--- config.mk ---
export PLATFORM = sky130hd
export DESIGN_NAME = pe_stream_loader
export DESIGN_NICKNAME = d
export VERILOG_FILES = /design/src/rtl/pe_stream_loader.sv
export SDC_FILE = /design/constraint.sdc
export NUM_CORES = 1
export LEC_CHECK = 0
export CAP_MARGIN = 20
export CORE_ASPECT_RATIO = 1.25
export CORE_UTILIZATION = 65
export CTS_BUF_LIST = sky130_fd_sc_hd__clkbuf_16
export CTS_CLUSTER_DIAMETER = 120
export DETAILED_ROUTE_END_ITERATION = 16
export DONT_BUFFER_PORTS = 1
export GPL_TIMING_DRIVEN = 0
export PLACE_DENSITY = 0.82
export SKIP_LAST_GASP = 1
export SLEW_MARGIN = 10
export SYNTH_ARGS = -nofsm -noshare
export SYNTH_HDL_FRONTEND = slang
export SYNTH_SLANG_ARGS = --single-unit
export TNS_END_PERCENT = 20
--- constraint.sdc ---
create_clock -name clk -period 7.4 [get_ports clk]
set_input_delay 0.37 -clock clk [delete_from_list [all_inputs] [get_ports clk]]
set_output_delay 0.37 -clock clk [all_outputs]
set_load 0.01 [all_outputs]
--- src/rtl/pe_stream_loader.sv ---
// pe_stream_loader: reads filter and IFM words from a 1-cycle-latency SRAM
// and streams them into a pe over the w_en/ready write interface.
// IFM words carry a 2-bit row tag: 10 first, 00 middle, 01 last, 11 single.
// Optional feature macro PSUM_LOAD_EN adds a partial-sum phase after IFM.
module pe_stream_loader #(
    parameter int unsigned DATA_WIDTH = 16,
    parameter int unsigned ADDR_WIDTH = 8,
    parameter int unsigned LEN_WIDTH  = 5
) (
    input  logic                  clk,
    input  logic                  rst_n,
    input  logic                  start,
    input  logic [ADDR_WIDTH-1:0] fil_base,
    input  logic [LEN_WIDTH-1:0]  fil_len,
    input  logic [ADDR_WIDTH-1:0] ifm_base,
    input  logic [LEN_WIDTH-1:0]  ifm_len,
    output logic                  mem_ren,
    output logic [ADDR_WIDTH-1:0] mem_addr,
    input  logic [DATA_WIDTH-1:0] mem_rdata,
    output logic                  w_en_fil,
    output logic [DATA_WIDTH-1:0] data_in_fil,
    input  logic                  ready_fil,
    output logic                  w_en_ifm,
    output logic [DATA_WIDTH+1:0] data_in_ifm,
    input  logic                  ready_ifm,
    output logic                  busy,
    output logic                  done
`ifdef PSUM_LOAD_EN
    ,
    input  logic [ADDR_WIDTH-1:0] psum_base,
    input  logic [LEN_WIDTH-1:0]  psum_len,
    output logic                  w_en_psum,
    output logic [DATA_WIDTH-1:0] data_in_psum,
    input  logic                  ready_psum
`endif
);

    typedef enum logic [2:0] {
        ST_IDLE,
        ST_FIL_RD,
        ST_FIL_TX,
        ST_IFM_RD,
        ST_IFM_TX,
`ifdef PSUM_LOAD_EN
        ST_PSUM_RD,
        ST_PSUM_TX,
`endif
        ST_DONE
    } state_t;

    state_t                state_q, state_d;
    logic [LEN_WIDTH-1:0]  cnt_q, cnt_d;
    logic [ADDR_WIDTH-1:0] fil_base_q, fil_base_d, ifm_base_q, ifm_base_d;
    logic [LEN_WIDTH-1:0]  fil_len_q, fil_len_d, ifm_len_q, ifm_len_d;
    logic [DATA_WIDTH-1:0] hold_q, hold_d;
    logic                  first_q, first_d;
`ifdef PSUM_LOAD_EN
    logic [ADDR_WIDTH-1:0] psum_base_q, psum_base_d;
    logic [LEN_WIDTH-1:0]  psum_len_q, psum_len_d;
`endif

    logic [ADDR_WIDTH-1:0] cur_base;
    logic [LEN_WIDTH-1:0]  cur_len;
    logic                  cur_ready, is_rd, last;
    state_t                phase_rd, phase_after, after_fil, after_ifm, launch;
    logic [DATA_WIDTH-1:0] word;
    logic [1:0]            tag;

    // Decode which phase is active and where each phase hands over next
    always_comb begin
        cur_base  = '0;
        cur_len   = '0;
        cur_ready = 1'b0;
        is_rd     = 1'b0;
        phase_rd  = ST_IDLE;
        after_ifm = ST_DONE;
`ifdef PSUM_LOAD_EN
        if (psum_len_q != '0) after_ifm = ST_PSUM_RD;
`endif
        after_fil   = (ifm_len_q != '0) ? ST_IFM_RD : after_ifm;
        phase_after = ST_DONE;
        case (state_q)
            ST_FIL_RD, ST_FIL_TX: begin
                cur_base    = fil_base_q;
                cur_len     = fil_len_q;
                cur_ready   = ready_fil;
                is_rd       = (state_q == ST_FIL_RD);
                phase_rd    = ST_FIL_RD;
                phase_after = after_fil;
            end
            ST_IFM_RD, ST_IFM_TX: begin
                cur_base    = ifm_base_q;
                cur_len     = ifm_len_q;
                cur_ready   = ready_ifm;
                is_rd       = (state_q == ST_IFM_RD);
                phase_rd    = ST_IFM_RD;
                phase_after = after_ifm;
            end
`ifdef PSUM_LOAD_EN
            ST_PSUM_RD, ST_PSUM_TX: begin
                cur_base    = psum_base_q;
                cur_len     = psum_len_q;
                cur_ready   = ready_psum;
                is_rd       = (state_q == ST_PSUM_RD);
                phase_rd    = ST_PSUM_RD;
                phase_after = ST_DONE;
            end
`endif
            default: ;
        endcase
        last = (cnt_q == cur_len - LEN_WIDTH'(1));

        // First non-empty phase, judged from the live inputs on the start cycle
        launch = ST_DONE;
`ifdef PSUM_LOAD_EN
        if (psum_len != '0) launch = ST_PSUM_RD;
`endif
        if (ifm_len != '0) launch = ST_IFM_RD;
        if (fil_len != '0) launch = ST_FIL_RD;
    end

    // Next-state, counter and holding-register update
    always_comb begin
        state_d    = state_q;
        cnt_d      = cnt_q;
        fil_base_d = fil_base_q;
        fil_len_d  = fil_len_q;
        ifm_base_d = ifm_base_q;
        ifm_len_d  = ifm_len_q;
`ifdef PSUM_LOAD_EN
        psum_base_d = psum_base_q;
        psum_len_d  = psum_len_q;
`endif
        hold_d  = hold_q;
        first_d = 1'b0;
        case (state_q)
            ST_IDLE: begin
                if (start) begin
                    fil_base_d = fil_base;
                    fil_len_d  = fil_len;
                    ifm_base_d = ifm_base;
                    ifm_len_d  = ifm_len;
`ifdef PSUM_LOAD_EN
                    psum_base_d = psum_base;
                    psum_len_d  = psum_len;
`endif
                    cnt_d   = '0;
                    state_d = launch;
                end
            end
            ST_FIL_RD: begin state_d = ST_FIL_TX; first_d = 1'b1; end
            ST_IFM_RD: begin state_d = ST_IFM_TX; first_d = 1'b1; end
`ifdef PSUM_LOAD_EN
            ST_PSUM_RD: begin state_d = ST_PSUM_TX; first_d = 1'b1; end
            ST_PSUM_TX,
`endif
            ST_FIL_TX, ST_IFM_TX: begin
                // SRAM data is only valid on the first TX cycle; keep a copy for stalls
                if (first_q) hold_d = mem_rdata;
                if (cur_ready) begin
                    if (last) begin
                        cnt_d   = '0;
                        state_d = phase_after;
                    end else begin
                        cnt_d   = cnt_q + 1'b1;
                        state_d = phase_rd;
                    end
                end
            end
            ST_DONE: state_d = ST_IDLE;
            default: state_d = ST_IDLE;
        endcase
    end

    // Output decode: first TX cycle forwards SRAM data, later cycles the held copy
    always_comb begin
        word = first_q ? mem_rdata : hold_q;
        if (cnt_q == '0 && cur_len == LEN_WIDTH'(1)) tag = 2'b11;
        else if (cnt_q == '0)                        tag = 2'b10;
        else if (last)                               tag = 2'b01;
        else                                         tag = 2'b00;
        mem_ren     = is_rd;
        mem_addr    = is_rd ? cur_base + ADDR_WIDTH'(cnt_q) : '0;
        w_en_fil    = (state_q == ST_FIL_TX);
        data_in_fil = w_en_fil ? word : '0;
        w_en_ifm    = (state_q == ST_IFM_TX);
        data_in_ifm = w_en_ifm ? {tag, word} : '0;
`ifdef PSUM_LOAD_EN
        w_en_psum    = (state_q == ST_PSUM_TX);
        data_in_psum = w_en_psum ? word : '0;
`endif
        busy = (state_q != ST_IDLE);
        done = (state_q == ST_DONE);
    end

    // State register with synchronous active-low reset
    always_ff @(posedge clk) begin
        if (!rst_n) begin
            state_q    <= ST_IDLE;
            cnt_q      <= '0;
            fil_base_q <= '0;
            fil_len_q  <= '0;
            ifm_base_q <= '0;
            ifm_len_q  <= '0;
`ifdef PSUM_LOAD_EN
            psum_base_q <= '0;
            psum_len_q  <= '0;
`endif
            hold_q  <= '0;
            first_q <= 1'b0;
        end else begin
            state_q    <= state_d;
            cnt_q      <= cnt_d;
            fil_base_q <= fil_base_d;
            fil_len_q  <= fil_len_d;
            ifm_base_q <= ifm_base_d;
            ifm_len_q  <= ifm_len_d;
`ifdef PSUM_LOAD_EN
            psum_base_q <= psum_base_d;
            psum_len_q  <= psum_len_d;
`endif
            hold_q  <= hold_d;
            first_q <= first_d;
        end
    end

endmodule

# Yosys cells after proc, flatten, opt, wreduce, memory -nomap -nowiden

Index checks and enable logic that the tools add are counted.
W data, S select, Z words.

Equal/unequal tests: 9
Multiplexer cells: 25
Add/sub/neg operators: 3
Reductions and logical operators: 15

Operator list:

| cell                  | count |
|---|---|
| $mux W16              | 2 |
| $mux W3               | 7 |
| $pmux W5 S2           | 2 |
| $mux W18              | 1 |
| $pmux W8 S2           | 1 |
| $mux W5               | 3 |
| $reduce_bool A5 Y1    | 3 |
| $pmux W3 S4           | 1 |
| $add A8 B5 Y8         | 1 |
| $mux W8               | 1 |
| $reduce_or A2 Y1      | 4 |
| $eq A3 B2 Y1 const B  | 2 |
| $eq A3 B3 Y1 const B  | 2 |
| $add A5 B1 Y5 const B | 1 |
| $eq A5 B1 Y1 const B  | 1 |
| $eq A5 B5 Y1          | 1 |
| $logic_not A5 Y1      | 1 |
| $sub A5 B1 Y5 const B | 1 |
| $mux W2               | 2 |
| $ne A2 B2 Y1 const B  | 2 |
| $pmux W1 S2           | 2 |
| $pmux W2 S2           | 1 |
| $reduce_and A2 Y1     | 2 |
| $eq A3 B1 Y1 const B  | 1 |
| other kinds (6)       | 7 |

Word-level logic and storage cells: 60
Bits in registers: 51
Input bits: 47

# Logic depth before layout (Yosys ltp)

Gate-level depths: netlist of the first run.

Word-level depth: 9
Mapped depth: 13
Depth with buffers taken out: 11

# Worst setup path after synthesis of the first run

Ideal clock, no wire load.

Path kind: flip-flop to output port
From: register state_q[1]
To: output port mem_addr[6]
Data arrival time: 2.603 ns
Setup slack: 4.427 ns
Buffers on the path: 2
Cell stages (with the launch flop): 14
Required time: 7.030 ns
Cell sequence: dfxtp_1 buf_4 xor2_1 and2b_1 buf_4 a22o_1 ha_1 fa_1 a21o_1 a21oi_1 nor2b_1 o21ai_0 xor2_1 nor2_1

Word-level cells in the longest chain between the ends: 5
Elaborated cells on any way between the ends: 10

RTL lines:

| what                                       | line | RTL |
|---|---|---|
| start, declared                            | 51   | `state_t state_q, state_d;` |
| start signal, assigned                     | 212  | `state_q <= state_d;` |
| $eq A3 B3 Y1, or another cell as far along | 82   | `case (state_q)` |
| $reduce_or A2 Y1                           | 82   |  |
| $pmux W8 S2                                | 82   |  |
| $add A8 B5 Y8                              | 183  | `mem_addr = is_rd ? cur_base + ADDR_WIDTH'(cnt_q) : '0;` |
| $mux W8 (*)                                | 183  |  |
| end, declared                              | 18   | `output logic [ADDR_WIDTH-1:0] mem_addr,` |

Every way passes the cells marked *; elsewhere a longest branch is shown, timed or not.

# Final worst setup path of the first run

From: register state_q[2]
To: output port mem_addr[6]

The elaborated chain is that of the path after synthesis.

==> results of run 1 <==
-- area by class of cell --
type                       instances  area [sq um]
buffer                            27         116.4
inverter                          10         38.79
clock buffer                       5         125.1
tap                               60         75.07
fill                             409          1340
clock inverter                     2         13.76
sequential                        51          1021
multi-input combinational        324          1999
-- report_power, final --
part | switching [mW] | internal (mW) | leakage [nW]
Sequential | 0.00941 | 0.288 | 0.415
Combinational | 0.0668 | 0.0382 | 0.733
Clock | 0.0993 | 0.123 | 0.0696
Total | 0.175 | 0.449 | 1.22
-- Yosys cell counts (2+ instances only) --
cell type	number	area, sq um
ha_1	9	112.6
a22o_1	8	70.07
a21boi_0	41	307.8
nand3b_1	3	22.52
a21o_1	5	37.54
nor3_1	4	20.02
o22ai_1	2	12.51
and2_1	7	43.79
a21oi_1	6	30.03
clkbuf_1	23	86.33
nand4b_1	2	17.52
nor2_1	45	168.9
nor2b_1	3	18.77
nor3b_1	2	15.01
and3_1	2	12.51
a22oi_1	6	45.04
o21ai_0	6	30.03
inv_1	9	33.78
buf_4	3	22.52
a311o_1	2	20.02
or4b_2	2	20.02
xnor2_1	6	52.55
mux2i_1	17	170.2
a31o_1	3	26.28
dfxtp_1	51	1021
and3b_1	2	17.52
nand2b_1	3	18.77
xor2_1	2	17.52
nand2_1	94	352.8
o2111ai_1	5	43.79
o21ai_1	2	10.01
nand3_1	8	40.04
a21boi_1	5	37.54
or4_1	3	22.52
nand4_1	5	31.28
-- how the worst min path moves through the flow --
stage,cells after the start,endpoint,slack (ps),from
floorplan,2,hold_q[15]$_SDFFE_PN0P_,430,hold_q[15]$_SDFFE_PN0P_
global placement,2,hold_q[6]$_SDFFE_PN0P_,440,hold_q[6]$_SDFFE_PN0P_
detailed placement,2,hold_q[8]$_SDFFE_PN0P_,460,hold_q[8]$_SDFFE_PN0P_
CTS,2,hold_q[7]$_SDFFE_PN0P_,210,mem_rdata[7]
global route,2,fil_len_q[2]$_SDFFE_PN0P_,210,fil_len[2]
finish,2,hold_q[7]$_SDFFE_PN0P_,210,mem_rdata[7]
-- sequential cells by signal, indices dropped and copies added (netlist names) --
signal	flops
hold_q	16
ifm_base_q	8
cnt_q	5
fil_base_q	8
fil_len_q	5
first_q	1
state_q	3
ifm_len_q	5
-- kinds of logic (layout without fill, tap and decap cells) --
| family | count (synthesis) | count (layout) |
|---|---|---|
| flip-flops | 51 | 51 |
| adder cells (fa/ha/maj) | 10 | 10 |
| XOR/XNOR | 8 | 8 |
| buffers and inverters | 37 | 44 |
| AO/OA/AOI/OAI | 99 | 99 |
| multiplexers | 17 | 17 |
| AND/OR/NAND/NOR | 190 | 190 |
-- through the flow --
| stage | utilization, % | power (mW) | hold WS [ps] | std cells | area [sq um] |
|---|---|---|---|---|---|
| after floorplan | - | 0.3829 | 434.4 | 412 | 3176 |
| after global placement | 68.73 | 0.4047 | 439.9 | 472 | 3251 |
| after detailed placement | 68.73 | 0.4073 | 456.0 | 472 | 3251 |
| after CTS | 71.67 | 0.6257 | 214.8 | 479 | 3390 |
| after global routing | 71.67 | 0.6501 | 214.0 | 479 | 3390 |
| final | 71.67 | 0.6249 | 213.4 | 479 | 3390 |
-- routing by layer --
layer / part of all wire [%] / vias up / wire length (um) / global-route usage, %
li1: - / 1439 / - / -
met1: 39 / 1344 / 2962 / 32.28
met2: 52 / 127 / 3921 / 55.26
met3: 6.4 / 17 / 482 / 5.540
met4: 2.2 / 0 / 167 / 11.33
met5: 0 / - / 0 / 0
==> impl_table.tex, run 1 <==
\begin{tabular}{lr}
\hline
Metric & Value \\
\hline
\multicolumn{2}{l}{\textbf{Run status}} \\
Result of the run & finished, final reports clean \\
\multicolumn{2}{l}{\textbf{Finish}} \\
Most frequent cells in the layout & nand2\_1, dfxtp\_1, nor2\_1 \\
Diodes inserted & 0 \\
Final-stage net count & 476 \\
Synth-to-layout area growth & 6.738\% \\
Fraction of layout instances using a drive strength above 1 & approximately 4.5\% \\
Commonest non-fill, non-tap cell in the layout & nand2\_1 \\
\multicolumn{2}{l}{\textbf{Die}} \\
Vertical extent of the die & about 80 um \\
Starting density of the core & roughly 67\% \\
Number of top-level pins & 94 \\
Die area & a little over 5000 sq um \\
Area of the core & between 4000 and 5000 sq um \\
Row Count & 28 \\
DIE WIDTH & 64.52 um \\
\multicolumn{2}{l}{\textbf{Yosys}} \\
Post-synthesis share of cell area spent on xor and xnor gates & around 2.2\% \\
Main combinational cell family by area after synthesis & simple AND/OR/NAND/NOR gates \\
Post-synthesis instance area & approximately 3200 sq um \\
Most used DFF post-synth & dfxtp\_1 \\
EDFF count, synth & 0 \\
Simple-Gate Fraction of Synth Area & between 20\% and 30\% \\
Count of synthesis-stage warnings from yosys & 0 \\
Fraction of registers with async set/reset & 0\% \\
Register area share after synthesis & between 30\% and 40\% \\
Arithmetic-cell share of the synthesized area counting full adders, half adders and majority gates & $\sim$4.2\% \\
Synthesized instance count & 412 \\
Post-synthesis compound-gate area fraction & 23.84\% \\
Net count after synthesis & 469 \\
Mux share of post-synthesis cell area & 5.359\% \\
Number of library cell types mapped by synthesis & 51 \\
Post-synthesis register bit count & 51 \\
Synthesized area per cell & 7.708 sq um \\
\multicolumn{2}{l}{\textbf{Critical path}} \\
Stage delay of the slowest cell on the critical path & approximately 400 ps \\
Sequence of cells on the critical path & clkbuf\_1 > and2b\_1 > buf\_4 > a22o\_1 > ha\_1 > fa\_1 > a21o\_1 > a21oi\_1 > nor2b\_1 > o21ai\_0 > xor2\_1 > nor2\_1 \\
Data required, critical path & approximately 7000 ps \\
Family of cells with the greatest summed delay on the critical path & compound AO/OA/AOI/OAI gates \\
R2r worst-path depth & 9 \\
Capture point of the worst reg-to-reg path & cnt\_q[0]\$\_SDFFE\_PN0P\_ \\
Origin of the critical flop-to-flop path & state\_q[2]\$\_SDFFE\_PN0P\_ \\
Slowest-stage cell, CP & fa\_1 \\
Worst R2R Setup Slack & between 4000 and 5000 ps \\
Element type at the critical path end & primary output \\
Endpoint arrival time on the critical path & $\sim$3200 ps \\
Critical path depth & 12 \\
Critical path launch point type & flop \\
Worst path buffer plus inverter count & 2 \\
Type of the worst setup path & reg -> out \\
Critical-path maximum fanout & 10 \\
Setup crit end & mem\_addr[6] \\
Origin of the worst setup path & state\_q[2]\$\_SDFFE\_PN0P\_ \\
\multicolumn{2}{l}{\textbf{Route}} \\
First-pass iteration count of the detailed router & 4 \\
Routed vias & $\sim$3,000 \\
Final wirelength & between 7000 and 8000 um \\
Post-route DRC & 0 \\
Final antenna-violating net count & 0 \\
1st-iter DRT viols & approximately 130 \\
Vias per Instance & approximately 6.1 \\
Average wire per cell in the routed design & around 16 um \\
\multicolumn{2}{l}{\textbf{Clock network}} \\
TritonCTS clock tree & yes \\
Total clock sinks & around 50 \\
CTS clock-pin slew for the worst setup and hold paths & approximately 70 ps \\
Number of levels in the clock H-tree & 2 \\
Number of buffers created by CTS & 5 \\
Post CTS Setup Buffer Count & 0 \\
Clock latency at the later pin of the worst-skew pair & 290 ps \\
Root buf cell & clkbuf\_16 \\
\# resized after CTS & 0 \\
CTS hold repair buffers & 0 \\
Maximum buffer depth of the clock tree & 2 \\
\multicolumn{2}{l}{\textbf{STA}} \\
Max Clk Rate & approximately 280 MHz \\
Transition time at the pin with the least slew margin & about 700 ps \\
Final Hold Violating Endpoints & 0 \\
Setup repair after global routing missed its margin & false \\
Minimum clock period after layout & about 3600 ps \\
Slew HR & between 50\% and 60\% \\
Final period utilization & around half \\
TNS Setup & 0 ps \\
Count of pins over their slew limit & 0 \\
Setup-failing EPs final & 0 \\
Setup slack of the critical path after layout & about 3800 ps \\
Clock tree skew after final layout & about 4.5 ps \\
\multicolumn{2}{l}{\textbf{Power}} \\
Worst vdd ir & 0.1459 mV \\
Lkg Pwr & $\sim$1.2 nW \\
PD cells & around 180 nW/um\^{}2 \\
\multicolumn{2}{l}{\textbf{Placement}} \\
PortBufs & 0 \\
Worst setup slack before clock tree synthesis & approximately 4100 ps \\
Half-perimeter wire length of the detailed placement result & approximately 5800 um \\
Final estimated routing congestion in global placement & around 0.9 \\
\multicolumn{2}{l}{\textbf{Global routing}} \\
Global-route usage over all layers & between 20 and 30\% \\
Global-route wire length before repair & 11,920 um \\
Pin count of the biggest net entering global routing & 16 \\
Total congestion overflow after global routing & 0 \\
Vias in the first global route & roughly 2,700 \\
Number of antenna violations at the first check in global routing & 0 \\
\multicolumn{2}{l}{\textbf{Hold path}} \\
Hold Crit Class & in -> reg \\
\multicolumn{2}{l}{\textbf{Run}} \\
Maxcap violations & 0 \\
\hline
\end{tabular}
(Power assumes the default switching activity.)
==> run 2: changes to the inputs <==
CORE_UTILIZATION = 64   (was 65)
PLACE_DENSITY = 0.81   (was 0.82)
clock period = 3.48 ns   (was 7.4 ns; I/O delays follow)
==> run 2 against run 1 <==
  * Hold slack worse by 200 ps
  * Sequential cell count unchanged
  * Die area up 1.5%
  * Critical path type unchanged
  * Clock skew down 0.65 ps
  * Total power up 110%
  * Utilization down 0.47 points
  * Clock power up 110%
==> impl_table.tex, run 2 (same netlist as run 1, synthesis figures left out) <==
\begin{tabular}{lr}
\hline
Metric & Value \\
\hline
\multicolumn{2}{l}{\textbf{STA}} \\
Max Clk Rate & between 300 and 400 MHz \\
Slew HR & 55.02\% (was 53.85\%) \\
TNS Setup & 0 ps (unchanged) \\
Final Hold Violating Endpoints & 0 (unchanged) \\
Setup-failing EPs final & 0 (unchanged) \\
Transition time at the pin with the least slew margin & 674.6 ps (was 692.3 ps) \\
Clock tree skew after final layout & 3.901 ps (was 4.550 ps) \\
Minimum clock period after layout & between 3000 and 4000 ps \\
Setup repair after global routing missed its margin & true (was false) \\
Final period utilization & roughly 95\% \\
Count of pins over their slew limit & 0 (unchanged) \\
\multicolumn{2}{l}{\textbf{Power}} \\
Lkg Pwr & 1.228 nW (was 1.218 nW) \\
Total power & 1.323 mW (was 0.6249 mW) \\
PD cells & 390.0 nW/um\^{}2 (was 184.4 nW/um\^{}2) \\
Worst vdd ir & 0.2984 mV (was 0.1459 mV) \\
\multicolumn{2}{l}{\textbf{Finish}} \\
Number of standard cells in the final layout excluding fillers & 480 (was 479) \\
Area of all placed cells without fillers & 3392 sq um (was 3390 sq um) \\
Diodes inserted & 0 (unchanged) \\
Max reg flops & 16 (unchanged) \\
Register with the highest flop count & hold\_q (unchanged) \\
Flip-flop and latch area & 1021 sq um (unchanged) \\
Commonest non-fill, non-tap cell in the layout & nand2\_1 (unchanged) \\
Area used by multi-input combinational logic & 2002 sq um (was 1999 sq um) \\
Registers with the most flip-flops & hold\_q: 16 flops, fil\_base\_q: 8 flops, ifm\_base\_q: 8 flops (unchanged) \\
Final-stage net count & 476 (unchanged) \\
Fraction of layout instances using a drive strength above 1 & 4.762\% (was 4.535\%) \\
Synth-to-layout area growth & 6.816\% (was 6.738\%) \\
Number of filler cells placed in the layout & 433 (was 409) \\
Most frequent cells in the layout & nand2\_1, dfxtp\_1, nor2\_1 (unchanged) \\
\multicolumn{2}{l}{\textbf{Route}} \\
Vias per Instance & 6.098 (was 6.111) \\
First-pass iteration count of the detailed router & 5 (was 4) \\
1st-iter DRT viols & 134 (was 132) \\
Average wire per cell in the routed design & 15.95 um (was 15.73 um) \\
Routed vias & 2,927 (unchanged) \\
Final antenna-violating net count & 0 (unchanged) \\
Post-route DRC & 0 (unchanged) \\
Final wirelength & 7655 um (was 7533 um) \\
\multicolumn{2}{l}{\textbf{Placement}} \\
Cell count after placement & 472 (unchanged) \\
Final estimated routing congestion in global placement & 0.8834 (was 0.9160) \\
PortBufs & 0 (unchanged) \\
Half-perimeter wire length of the detailed placement result & 5848 um (was 5835 um) \\
Placed Area & 3251 sq um (unchanged) \\
\multicolumn{2}{l}{\textbf{Global routing}} \\
Vias in the first global route & 2,520 (was 2,692) \\
Global-route usage over all layers & 28.26\% (was 29.51\%) \\
Number of antenna violations at the first check in global routing & 0 (unchanged) \\
Global-route wire length before repair & 11,360 um (was 11,920 um) \\
Pin count of the biggest net entering global routing & 15 (was 16) \\
Total congestion overflow after global routing & 0 (unchanged) \\
\multicolumn{2}{l}{\textbf{Die}} \\
Die area & 5249 sq um (was 5171 sq um) \\
DIE WIDTH & 65.01 um (was 64.52 um) \\
Number of top-level pins & 94 (unchanged) \\
Vertical extent of the die & 80.76 um (was 80.15 um) \\
Starting density of the core & 66.65\% (was 67.14\%) \\
Area of the core & 4765 sq um (was 4730 sq um) \\
Row Count & 28 (unchanged) \\
\multicolumn{2}{l}{\textbf{Critical path}} \\
Type of the worst setup path & reg -> out (unchanged) \\
Origin of the critical flop-to-flop path & state\_q[0]\$\_SDFFE\_PN0P\_ (was state\_q[2]\$\_SDFFE\_PN0P\_) \\
Origin of the worst setup path & state\_q[0]\$\_SDFFE\_PN0P\_ (was state\_q[2]\$\_SDFFE\_PN0P\_) \\
Critical path launch point type & flop (unchanged) \\
Data required, critical path & 3310 ps (was 7030 ps) \\
Element type at the critical path end & primary output (unchanged) \\
Endpoint arrival time on the critical path & 3140 ps (was 3230 ps) \\
Critical-path maximum fanout & 10 (unchanged) \\
Worst R2R Setup Slack & 680 ps (was 4530 ps) \\
\multicolumn{2}{l}{\textbf{Hold path}} \\
Hold Crit Class & in -> reg (unchanged) \\
Min-Delay Startpoint & mem\_rdata[15] (was mem\_rdata[7]) \\
\multicolumn{2}{l}{\textbf{Clock network}} \\
TritonCTS clock tree & yes (unchanged) \\
Total clock sinks & 51 (unchanged) \\
Number of levels in the clock H-tree & 2 (unchanged) \\
Post CTS Setup Buffer Count & 0 (unchanged) \\
Number of buffers created by CTS & 5 (unchanged) \\
CTS clock-pin slew for the worst setup and hold paths & 60 ps (was 70 ps) \\
CTS hold repair buffers & 0 (unchanged) \\
Clock latency at the later pin of the worst-skew pair & 290 ps (about the same) \\
Root buf cell & clkbuf\_16 (unchanged) \\
Maximum buffer depth of the clock tree & 2 (unchanged) \\
\multicolumn{2}{l}{\textbf{Run status}} \\
Result of the run & finished, final reports clean (unchanged) \\
\multicolumn{2}{l}{\textbf{Run}} \\
Maxcap violations & 0 (unchanged) \\
\hline
\end{tabular}
==> run 2: through the flow <==
stage | util (%) | setup WS (ps) | hold WS (ps)
2_1_floorplan | - | 703.4 | 308.8
3_3_place_gp | 68.22 | 425.4 | 313.6
3_5_place_dp | 68.22 | 353.3 | 316.9
4_1_cts | 71.11 | 14.90 | 11.44
5_1_grt | 71.19 | -44.26 | 26.61
6_report | 71.19 | 166.1 | 12.82
==> run 2: area by class of cell <==
cell class | instances | area share [%]
multi-input cells | 324 | 59.02
flip-flops and latches | 51 | 30.10
clock buffers | 5 | 3.689
plain buffers | 27 | 3.467
well taps | 60 | 2.213
inverters | 10 | 1.143
clock inverters | 3 | 0.3689
==> run 2: path summary, 6_finish.rpt <==
| check | endpoint | cells past startpoint |
|---|---|---|
| worst max-delay path | mem_addr[7] | 13 |
| worst min-delay path | hold_q[15]$_SDFFE_PN0P_ | 2 |
| worst max register to register | cnt_q[3]$_SDFFE_PN0P_ | 10 |
| worst min register to register | hold_q[7]$_SDFFE_PN0P_ | 2 |
==> run 2: routing by layer <==
layer	share of wire, %	GRT usage (%)
met3	5.9	5.899
met4	3.2	12.00
met1	39	29.63
met2	52	53.65
met5	0	0
==> run 2: critical path, cell delays in order, from the launching register on <==
cell and delay, ps:
dfxtp_1 330, clkbuf_4 200, xor2_1 310, and2b_1 250, buf_4 210, a22o_1 220
ha_1 240, a21o_1 150, a21o_1 190, a21o_1 180, a21o_1 210, nand3_1 110
xnor2_1 80, nor2_1 180
==> run 2: power by group <==
group | internal [mW] | switching [mW] | leakage (nW)
logic | 0.0814 | 0.146 | 0.737
clock network | 0.260 | 0.205 | 0.0762
registers | 0.612 | 0.0181 | 0.415
==> run 2: repair_timing <==
item / in CTS / in global routing
hold endpoints to repair: 0 / 0
resized for setup: 0 / 5
setup endpoints to repair: 0 / 5
==> run 3: changes to the inputs <==
RECOVER_POWER = 25   (was not set)
==> run 3 against run 2 <==
  * Sequential share of layout area unchanged
  * Global-route usage stayed put
  * Combinational power about the same
  * Critical path depth did not move
  * Cell count is the same
  * First-iteration DRC count is the same
  * Sequential cell count unchanged
  * Clock power hardly changed
  * Non-clock buffer count did not move
  * Critical endpoint unchanged
  * Largest cell class unchanged
  * Highest routed layer unchanged
==> impl_table.tex, run 3 (same netlist as run 1, synthesis figures left out) <==
\begin{tabular}{lr}
\hline
Metric & Value \\
\hline
\multicolumn{2}{l}{\textbf{STA}} \\
Transition time at the pin with the least slew margin & 674.6 ps (unchanged) \\
Final Hold Violating Endpoints & 0 (unchanged) \\
Max Clk Rate & 302.0 MHz (was 301.8 MHz) \\
Final period utilization & 95.14\% (was 95.23\%) \\
Clock tree skew after final layout & 3.874 ps (was 3.901 ps) \\
Minimum clock period after layout & 3311 ps (was 3314 ps) \\
Count of pins over their slew limit & 0 (unchanged) \\
Slew HR & 55.02\% (unchanged) \\
Setup repair after global routing missed its margin & true (unchanged) \\
Setup-failing EPs final & 0 (unchanged) \\
\multicolumn{2}{l}{\textbf{Finish}} \\
End-of-flow core utilization & 71.19\% (unchanged) \\
Most frequent cells in the layout & nand2\_1, dfxtp\_1, nor2\_1 (unchanged) \\
Max reg flops & 16 (unchanged) \\
Fraction of layout instances using a drive strength above 1 & 4.762\% (unchanged) \\
Commonest non-fill, non-tap cell in the layout & nand2\_1 (unchanged) \\
Final-stage net count & 476 (unchanged) \\
Area used by multi-input combinational logic & 2002 sq um (unchanged) \\
Flip-flop and latch area & 1021 sq um (unchanged) \\
Number of standard cells in the final layout excluding fillers & 480 (unchanged) \\
Number of filler cells placed in the layout & 433 (unchanged) \\
Register with the highest flop count & hold\_q (unchanged) \\
Synth-to-layout area growth & 6.816\% (unchanged) \\
Registers with the most flip-flops & hold\_q: 16 flops, fil\_base\_q: 8 flops, ifm\_base\_q: 8 flops (unchanged) \\
Diodes inserted & 0 (unchanged) \\
\multicolumn{2}{l}{\textbf{Power}} \\
Lkg Pwr & 1.221 nW (was 1.228 nW) \\
Worst vdd ir & 0.2985 mV (was 0.2984 mV) \\
PD cells & 389.7 nW/um\^{}2 (was 390.0 nW/um\^{}2) \\
\multicolumn{2}{l}{\textbf{Placement}} \\
PortBufs & 0 (unchanged) \\
Half-perimeter wire length of the detailed placement result & 5848 um (unchanged) \\
Final estimated routing congestion in global placement & 0.8834 (unchanged) \\
Cell count after placement & 472 (unchanged) \\
\multicolumn{2}{l}{\textbf{Route}} \\
Post-route DRC & 0 (unchanged) \\
1st-iter DRT viols & 134 (unchanged) \\
First-pass iteration count of the detailed router & 4 (was 5) \\
Final antenna-violating net count & 0 (unchanged) \\
Final wirelength & 7640 um (was 7655 um) \\
Routed vias & 2,915 (was 2,927) \\
Average wire per cell in the routed design & 15.92 um (was 15.95 um) \\
Vias per Instance & 6.073 (was 6.098) \\
\multicolumn{2}{l}{\textbf{Critical path}} \\
Data required, critical path & 3310 ps (about the same) \\
Critical path launch point type & flop (unchanged) \\
Critical-path maximum fanout & 10 (unchanged) \\
Element type at the critical path end & primary output (unchanged) \\
Most repeated library cell on the critical path & a21o\_1 (unchanged) \\
Sequence of cells on the critical path & clkbuf\_4 > xor2\_1 > and2b\_1 > buf\_4 > a22o\_1 > ha\_1 > a21o\_1 > a21o\_1 > a21o\_1 > a21o\_1 > nand3\_1 > xnor2\_1 > nor2\_1 (unchanged) \\
Endpoint arrival time on the critical path & 3140 ps (about the same) \\
Type of the worst setup path & reg -> out (unchanged) \\
Slowest-stage cell, CP & dfxtp\_1 (unchanged) \\
Stage delay of the slowest cell on the critical path & 330 ps (about the same) \\
\multicolumn{2}{l}{\textbf{Die}} \\
Die area & 5249 sq um (unchanged) \\
Vertical extent of the die & 80.76 um (unchanged) \\
Row Count & 28 (unchanged) \\
DIE WIDTH & 65.01 um (unchanged) \\
Area of the core & 4765 sq um (unchanged) \\
Starting density of the core & 66.65\% (unchanged) \\
Number of top-level pins & 94 (unchanged) \\
\multicolumn{2}{l}{\textbf{Run}} \\
Maxcap violations & 0 (unchanged) \\
\multicolumn{2}{l}{\textbf{Clock network}} \\
Maximum buffer depth of the clock tree & 2 (unchanged) \\
CTS clock-pin slew for the worst setup and hold paths & 60 ps (about the same) \\
TritonCTS clock tree & yes (unchanged) \\
CTS hold repair buffers & 0 (unchanged) \\
Number of levels in the clock H-tree & 2 (unchanged) \\
Total clock sinks & 51 (unchanged) \\
Root buf cell & clkbuf\_16 (unchanged) \\
Number of buffers created by CTS & 5 (unchanged) \\
Post CTS Setup Buffer Count & 0 (unchanged) \\
\# resized after CTS & 0 (unchanged) \\
Clock latency at the later pin of the worst-skew pair & 290 ps (about the same) \\
\multicolumn{2}{l}{\textbf{Global routing}} \\
Vias in the first global route & 2,520 (unchanged) \\
Global-route wire length before repair & 11,360 um (unchanged) \\
Global-route usage over all layers & 28.26\% (unchanged) \\
Number of antenna violations at the first check in global routing & 0 (unchanged) \\
Total congestion overflow after global routing & 0 (unchanged) \\
Pin count of the biggest net entering global routing & 15 (unchanged) \\
\multicolumn{2}{l}{\textbf{Run status}} \\
Result of the run & finished, final reports clean (unchanged) \\
\multicolumn{2}{l}{\textbf{Hold path}} \\
Hold Crit Class & in -> reg (unchanged) \\
\hline
\end{tabular}
## run 3: cell count changes in the layout (fill, tap and decap cells not counted)
cell | previous run | this run
clkinvlp_2 | 0 | 1
clkinv_2 | 2 | 1
and2_1 | 7 | 6
and2_0 | 0 | 1
## run 3: per-stage QoR
step,hold slack (ps),setup slack (ps),cell area (sq um),total power [mW],TNS [ps]
global route,26.61,-44.26,3392,1.376,-47.58
floorplan,308.8,703.4,3176,0.8141,0
finish,13.26,169.2,3392,1.322,0
CTS,11.44,14.90,3388,1.330,0
global placement,313.6,425.4,3251,0.8603,0
detailed placement,316.9,353.3,3251,0.8661,0
## run 3: critical path: cells and delay by family, from the launching register on
| family | cells | cell delay, ps |
|---|---|---|
| flip-flops | 1 | 330 |
| XOR/XNOR | 2 | 390 |
| AO/OA/AOI/OAI | 5 | 950 |
| adder cells (fa/ha/maj) | 1 | 240 |
| buffers and inverters | 2 | 410 |
| AND/OR/NAND/NOR | 3 | 540 |
## run 3: report_power, final
| part | internal [mW] | total [mW] | switching [mW] |
|---|---|---|---|
| registers | 0.612 | 0.630 | 0.0181 |
| clock network | 0.260 | 0.465 | 0.205 |
| logic | 0.0813 | 0.227 | 0.145 |
## run 3: path summary, 6_finish.rpt
path                                              start                      end  slack (ps)  cells past startpoint
worst max register to register  state_q[2]$_SDFFE_PN0P_    cnt_q[3]$_SDFFE_PN0P_         610                     10
worst min register to register   hold_q[7]$_SDFFE_PN0P_   hold_q[7]$_SDFFE_PN0P_         460                      2
worst max-delay path            state_q[0]$_SDFFE_PN0P_              mem_addr[7]         170                     13
worst min-delay path                      mem_rdata[15]  hold_q[15]$_SDFFE_PN0P_          10                      2
## run 3: metal layers
layer / share of wire (%) / wire (um) / GRT usage, % / vias up
met5: 0 / 0 / 0 / -
met4: 3.2 / 248 / 12.00 / 0
li1: - / - / - / 1433
met2: 52 / 3937 / 53.65 / 116
met1: 40 / 3027 / 29.63 / 1342
met3: 5.6 / 427 / 5.899 / 24
## run 3: cell type report
| cell class | count | area share, % |
|---|---|---|
| buffer | 27 | 3.467 |
| clock buffer | 5 | 3.689 |
| clock inverter | 3 | 0.3689 |
| inverter | 10 | 1.143 |
| multi-input combinational | 324 | 59.02 |
| sequential | 51 | 30.10 |
| tap | 60 | 2.213 |
